File: src/rtl/wb_sequencer.sv
`default_nettype none
// ============================================================================
// Module  : wb_sequencer
// Purpose : Multicycle writeback controller driving the register-file
//           write-data select, destination address and write enable.
// Revision: 1.0 - initial release
// ============================================================================
module wb_sequencer #(
    parameter int SP_REG     = 29,
    parameter int INIT_SP_EN = 1,
    parameter int MD_TIMEOUT = 64
) (
    input  logic       clk,
    input  logic       reset,
    input  logic       wb_req,
    input  logic [3:0] wb_kind,
    input  logic [4:0] wb_dst_a,
    input  logic [4:0] wb_dst_b,
    input  logic       muldiv_done,
    output logic       req_ready,
    output logic [3:0] reg_data_sel,
    output logic [4:0] reg_dst,
    output logic       reg_write,
    output logic       xchg_load,
    output logic       wb_done,
    output logic       wb_err
);

    localparam logic [4:0] C_SP_REG    = 5'(SP_REG);
    localparam logic [8:0] C_MD_LIMIT  = 9'(MD_TIMEOUT);
    localparam logic [3:0] C_SEL_INIT  = 4'b0110;
    localparam logic [3:0] C_SEL_REGA  = 4'b1000;
    localparam logic [3:0] C_SEL_XCHG  = 4'b0111;

    typedef enum logic [3:0] {
        S_RST      = 4'd0,
        S_INIT_SP  = 4'd1,
        S_IDLE     = 4'd2,
        S_WAIT_MD  = 4'd3,
        S_WRITE    = 4'd4,
        S_XCHG_CAP = 4'd5,
        S_XCHG_W1  = 4'd6,
        S_XCHG_W2  = 4'd7,
        S_ERR      = 4'd8
    } state_t;

    state_t     state_q, state_d;
    logic [3:0] kind_q,  kind_d;
    logic [4:0] dst_a_q, dst_a_d;
    logic [4:0] dst_b_q, dst_b_d;
    logic [7:0] cnt_q,   cnt_d;

    logic       ready_q, ready_d;
    logic [3:0] sel_q,   sel_d;
    logic [4:0] dst_q,   dst_d;
    logic       we_q,    we_d;
    logic       load_q,  load_d;
    logic       done_q,  done_d;
    logic       err_q,   err_d;

    always_comb begin
        state_d = state_q;
        kind_d  = kind_q;
        dst_a_d = dst_a_q;
        dst_b_d = dst_b_q;
        cnt_d   = cnt_q;
        case (state_q)
            S_RST:     state_d = (INIT_SP_EN != 0) ? S_INIT_SP : S_IDLE;
            S_INIT_SP: state_d = S_IDLE;
            S_IDLE: begin
                if (wb_req) begin
                    kind_d  = wb_kind;
                    dst_a_d = wb_dst_a;
                    dst_b_d = wb_dst_b;
                    if (wb_kind == 4'b0001)
                        state_d = S_WAIT_MD;
                    else if (wb_kind == 4'b0111)
                        state_d = S_XCHG_CAP;
                    else if (wb_kind == 4'b0110 || wb_kind >= 4'b1010)
                        state_d = S_ERR;
                    else
                        state_d = S_WRITE;
                end
            end
            S_WAIT_MD: begin
                // Completion is checked first so it wins over a coincident timeout.
                if (muldiv_done) begin
                    state_d = S_WRITE;
                    cnt_d   = 8'd0;
                end else if (({1'b0, cnt_q} + 9'd1) == C_MD_LIMIT) begin
                    state_d = S_ERR;
                    cnt_d   = 8'd0;
                end else begin
                    cnt_d   = cnt_q + 8'd1;
                end
            end
            S_WRITE:    state_d = S_IDLE;
            S_XCHG_CAP: state_d = S_XCHG_W1;
            S_XCHG_W1:  state_d = S_XCHG_W2;
            S_XCHG_W2:  state_d = S_IDLE;
            S_ERR:      state_d = S_IDLE;
            default:    state_d = S_RST;
        endcase
    end

    // Outputs are decoded from the upcoming state so they register alongside it.
    always_comb begin
        ready_d = 1'b0;
        sel_d   = 4'd0;
        dst_d   = 5'd0;
        we_d    = 1'b0;
        load_d  = 1'b0;
        done_d  = 1'b0;
        err_d   = 1'b0;
        case (state_d)
            S_INIT_SP: begin
                sel_d = C_SEL_INIT;
                dst_d = C_SP_REG;
                we_d  = (C_SP_REG != 5'd0);
            end
            S_IDLE:     ready_d = 1'b1;
            S_WRITE: begin
                sel_d  = kind_d;
                dst_d  = dst_a_d;
                we_d   = (dst_a_d != 5'd0);
                done_d = 1'b1;
            end
            S_XCHG_CAP: load_d = 1'b1;
            S_XCHG_W1: begin
                sel_d = C_SEL_REGA;
                dst_d = dst_a_d;
                we_d  = (dst_a_d != 5'd0);
            end
            S_XCHG_W2: begin
                sel_d  = C_SEL_XCHG;
                dst_d  = dst_b_d;
                we_d   = (dst_b_d != 5'd0);
                done_d = 1'b1;
            end
            S_ERR:      err_d = 1'b1;
            default: begin
                ready_d = 1'b0;
            end
        endcase
    end

    always_ff @(posedge clk or posedge reset) begin
        if (reset) begin
            state_q <= S_RST;
            kind_q  <= 4'd0;
            dst_a_q <= 5'd0;
            dst_b_q <= 5'd0;
            cnt_q   <= 8'd0;
            ready_q <= 1'b0;
            sel_q   <= 4'd0;
            dst_q   <= 5'd0;
            we_q    <= 1'b0;
            load_q  <= 1'b0;
            done_q  <= 1'b0;
            err_q   <= 1'b0;
        end else begin
            state_q <= state_d;
            kind_q  <= kind_d;
            dst_a_q <= dst_a_d;
            dst_b_q <= dst_b_d;
            cnt_q   <= cnt_d;
            ready_q <= ready_d;
            sel_q   <= sel_d;
            dst_q   <= dst_d;
            we_q    <= we_d;
            load_q  <= load_d;
            done_q  <= done_d;
            err_q   <= err_d;
        end
    end

    assign req_ready    = ready_q;
    assign reg_data_sel = sel_q;
    assign reg_dst      = dst_q;
    assign reg_write    = we_q;
    assign xchg_load    = load_q;
    assign wb_done      = done_q;
    assign wb_err       = err_q;

endmodule
`default_nettype wire
File: config.mk
export PLATFORM = sky130hd
export DESIGN_NAME = wb_sequencer
export DESIGN_NICKNAME = d
export VERILOG_FILES = /design/src/rtl/wb_sequencer.sv
export SDC_FILE = /design/constraint.sdc
export NUM_CORES = 1
export LEC_CHECK = 0
export ABC_AREA = 1
export CAP_MARGIN = 20
export CORE_MARGIN = 4
export CORE_UTILIZATION = 49
export CTS_BUF_LIST = sky130_fd_sc_hd__clkbuf_4
export DETAILED_ROUTE_END_ITERATION = 8
export MAX_ROUTING_LAYER = met4
export PLACE_DENSITY = 0.77
export SYNTH_ARGS = -nofsm -noshare
export SYNTH_HDL_FRONTEND = slang
export SYNTH_SLANG_ARGS = --single-unit
export TNS_END_PERCENT = 30
File: constraint.sdc
create_clock -name clk -period 1.8 [get_ports clk]
set_input_delay 0.27 -clock clk [delete_from_list [all_inputs] [get_ports clk]]
set_output_delay 0.27 -clock clk [all_outputs]
set_load 0.1 [all_outputs]
==> flow_summary.yaml <==
outcome:
  outcome: "finished with violations"
  violations: "negative setup slack"
clocking:
  cts_tree: "built"
  clock_latency_ns: 0.36
  cts_root_buf: "clkbuf_4"
  htree_levels: 2
  clkTransAtPathRegs_ns: 0.12
  hold_buffers: 0
  cts_buffers: 5
  clockBufferDepth: 2
  clock-sinks: 40
synthesis:
  synth.top_cells.by_count: "nand2_1 (71), dfrtp_1 (40), inv_1 (23), nand3_1 (21), o21ai_0 (10)"
  synth_cells: 225
  synth_enable_flop_cells: 0
  yosysSeqAreaShare_pct: 51.9
  ys_async_sr_fraction_pct: 100
  synthTopCellsByArea: "dfrtp_1 (52%), nand2_1 (14%), nand3_1 (5.5%)"
  synth_area_sq_mm: 0.00193
  yosys_warnings: 0
  yosysMostFrequentCell: "nand2_1"
  ys.flop_type: "dfrtp_1"
  yosysTopAreaCellShare_pct: 51.9
  avgSynthCellArea_sq_um: 8.57
  synth_cell_types: 33
  synthesis.nets: 244
  synth_top_cell_by_area: "dfrtp_1"
  ys_seq_elements: 40
timing:
  relSlewSlack_pct: 66.0
  hold_viol_final: 0
  setup_tns_ns: -0.173
  grt_setup_unrepaired: "true"
  finClkSkew_ns: 0.0135
  period_needed_ns: 1.87
  max_freq_ghz: 0.534
  period_share_pct: 104
  setup_slack_ns: -0.0733
  maxSlewViolCount: 0
  setup_violations: 8
  tightest_slew_ns: 0.510
critical_path:
  end_kind: "flop"
  worstPathMaxFanout: 4
  start_kind: "flop"
  required_ns: 2.08
  r2r-start: "cnt_q[0]"
  arrival_ns: 2.15
  crit_type: "flop to flop"
  cp-startpoint: "cnt_q[0]"
floorplan:
  fp.dieArea_sq_mm: 0.00500
  chipHeight_um: 70.7
  row_count: 22
  io_pins: 32
  die_x_um: 70.7
  initial_core_util_pct: 51.5
  core-area_sq_mm: 0.00374
placement:
  dpl.hpwl_um: 3130
  portBuffers: 31
  place.gp.congestion: 0.841
  place_inst: 320
layout:
  stdcell_count: 332
  fin_nets: 303
  diodes: 0
  final_core_util_pct: 70.5
  area_growth_pct: 36.8
  drive_above_1_share_pct: 30.3
global_routing:
  grt_overflow: 0
  grt_max_degree: 41
  antenna_found_initial: 0
  grt_pass1_wl_um: 7290
  use_met1_pct: 24.3
  use_met3_pct: 5.97
  grt_pass1_vias: 1562
  use_met2_pct: 30.8
  busiest_layer: "met2"
  groute.usage.overall_pct: 19.3
drt:
  wl_um: 4590
  routed_via_density: 5.07
  vias: 1683
  drt_iter0_markers: 88
  drcViolationCount: 0
  ant_nets: 0
  wl_per_cell_um: 13.8
  dr.pass1.iters: 5
power_and_ir_drop:
  total_power_mw: 5.24
  vdd_drop_max_uv: 1620
  p_per_area_mw_per_mm2: 1990
  leakage_nw: 1.32
job:
  drv_cap: 0
hold_path:
  hold_path_class: "input pin to async pin"
-- through the flow --
step / hold WS [ns] / setup WS (ns) / cell area [sq um]
detailed placement: 0.461 / -0.129 / 2400
CTS: 0.345 / 0.00312 / 2570
floorplan: 0.407 / 0.0834 / 1930
global placement: 0.457 / -0.116 / 2400
global route: 0.396 / -0.209 / 2640
finish: 0.333 / -0.0733 / 2640
-- logic make-up after synthesis --
group,count (synthesis),synth area share (%)
compound gates,28,9.34
xor+xnor,2,0.909
fa+ha+maj,1,0.649
buf+inv,32,6.75
flops,40,51.9
simple gates,122,30.4
-- cells in the final DEF, fill, tap and decap left out, types with 2 or more instances in the layout --
cell,count
nand2_1,68
dfrtp_1,37
buf_4,33
inv_1,21
nand3_1,19
clkdlybuf4s50_1,17
o21ai_0,9
inv_2,7
nor2_1,7
nand2_2,5
a21oi_1,5
clkbuf_4,5
nor2_2,4
nand3_2,4
o21ai_1,4
nor2_4,3
dfrtp_2,3
nand3_4,2
o21ai_2,2
nand4_1,2
nor3_4,2
a31oi_1,2
nand2_4,2
or2_2,2
bufinv_16,2
buf_6,2
buf_12,2
-- registers in the layout, indices dropped and copies added, names as in the netlist, 4 cells and up --
signal and flops:
reg_dst 5, kind_q 4, dst_b_q 5, dst_a_q 5
reg_data_sel 4, cnt_q 8, state_q 4
-- repair_timing --
action                                  4_1_cts  5_1_grt
resized for setup                            12       13
cloned                                        0        1
endpoints found under the setup margin       19       16
setup buffers                                 2        2
pin swaps                                     4        7
-- layout make-up --
cell class,instances,area [sq um]
fillers,302,1110
clock inverters,2,60.1
inverters,29,109
flip-flops and latches,40,1000
well taps,48,60.1
repair buffers,54,480
multi-input cells,154,886
clock buffers,5,37.5
-- critical path, stage by stage (launching register included) --
cell and delay (ns):
dfrtp_1 0.46, ha_4 0.20, nand2_2 0.07, nor2_2 0.13, nand3_2 0.09, nand2_2 0.09
nor2_4 0.05, nand3_4 0.07, buf_12 0.12, nand2_1 0.05, a21oi_2 0.16, inv_1 0.11
nor3_4 0.20
-- power by group --
| part | total, mW | internal [mW] | switching (mW) | leakage [nW] |
|---|---|---|---|---|
| Clock | 0.723 | 0.425 | 0.298 | 0.0513 |
| Combinational | 3.01 | 0.925 | 2.09 | 0.757 |
| Sequential | 1.50 | 1.29 | 0.217 | 0.510 |
| Total | 5.24 | 2.64 | 2.60 | 1.32 |
-- layer usage --
metal  wire (um)  vias up
li1            -      836
met1        2040      796
met2        2240       44
met3         235        7
met4          73        0
met5           0        -
-- worst paths after layout --
kind,to,slack (ns),depth (start not counted)
worst max register to register,req_ready,-0.07,12
worst min-delay path,cnt_q[6],0.33,3
min in group clk,kind_q[1],0.49,2
worst max-delay path,req_ready,-0.07,12
max in group asynchronous,state_q[2],1.08,3
worst min register to register,kind_q[1],0.49,2
No activity file was read; power rests on OpenSTA's default activity.
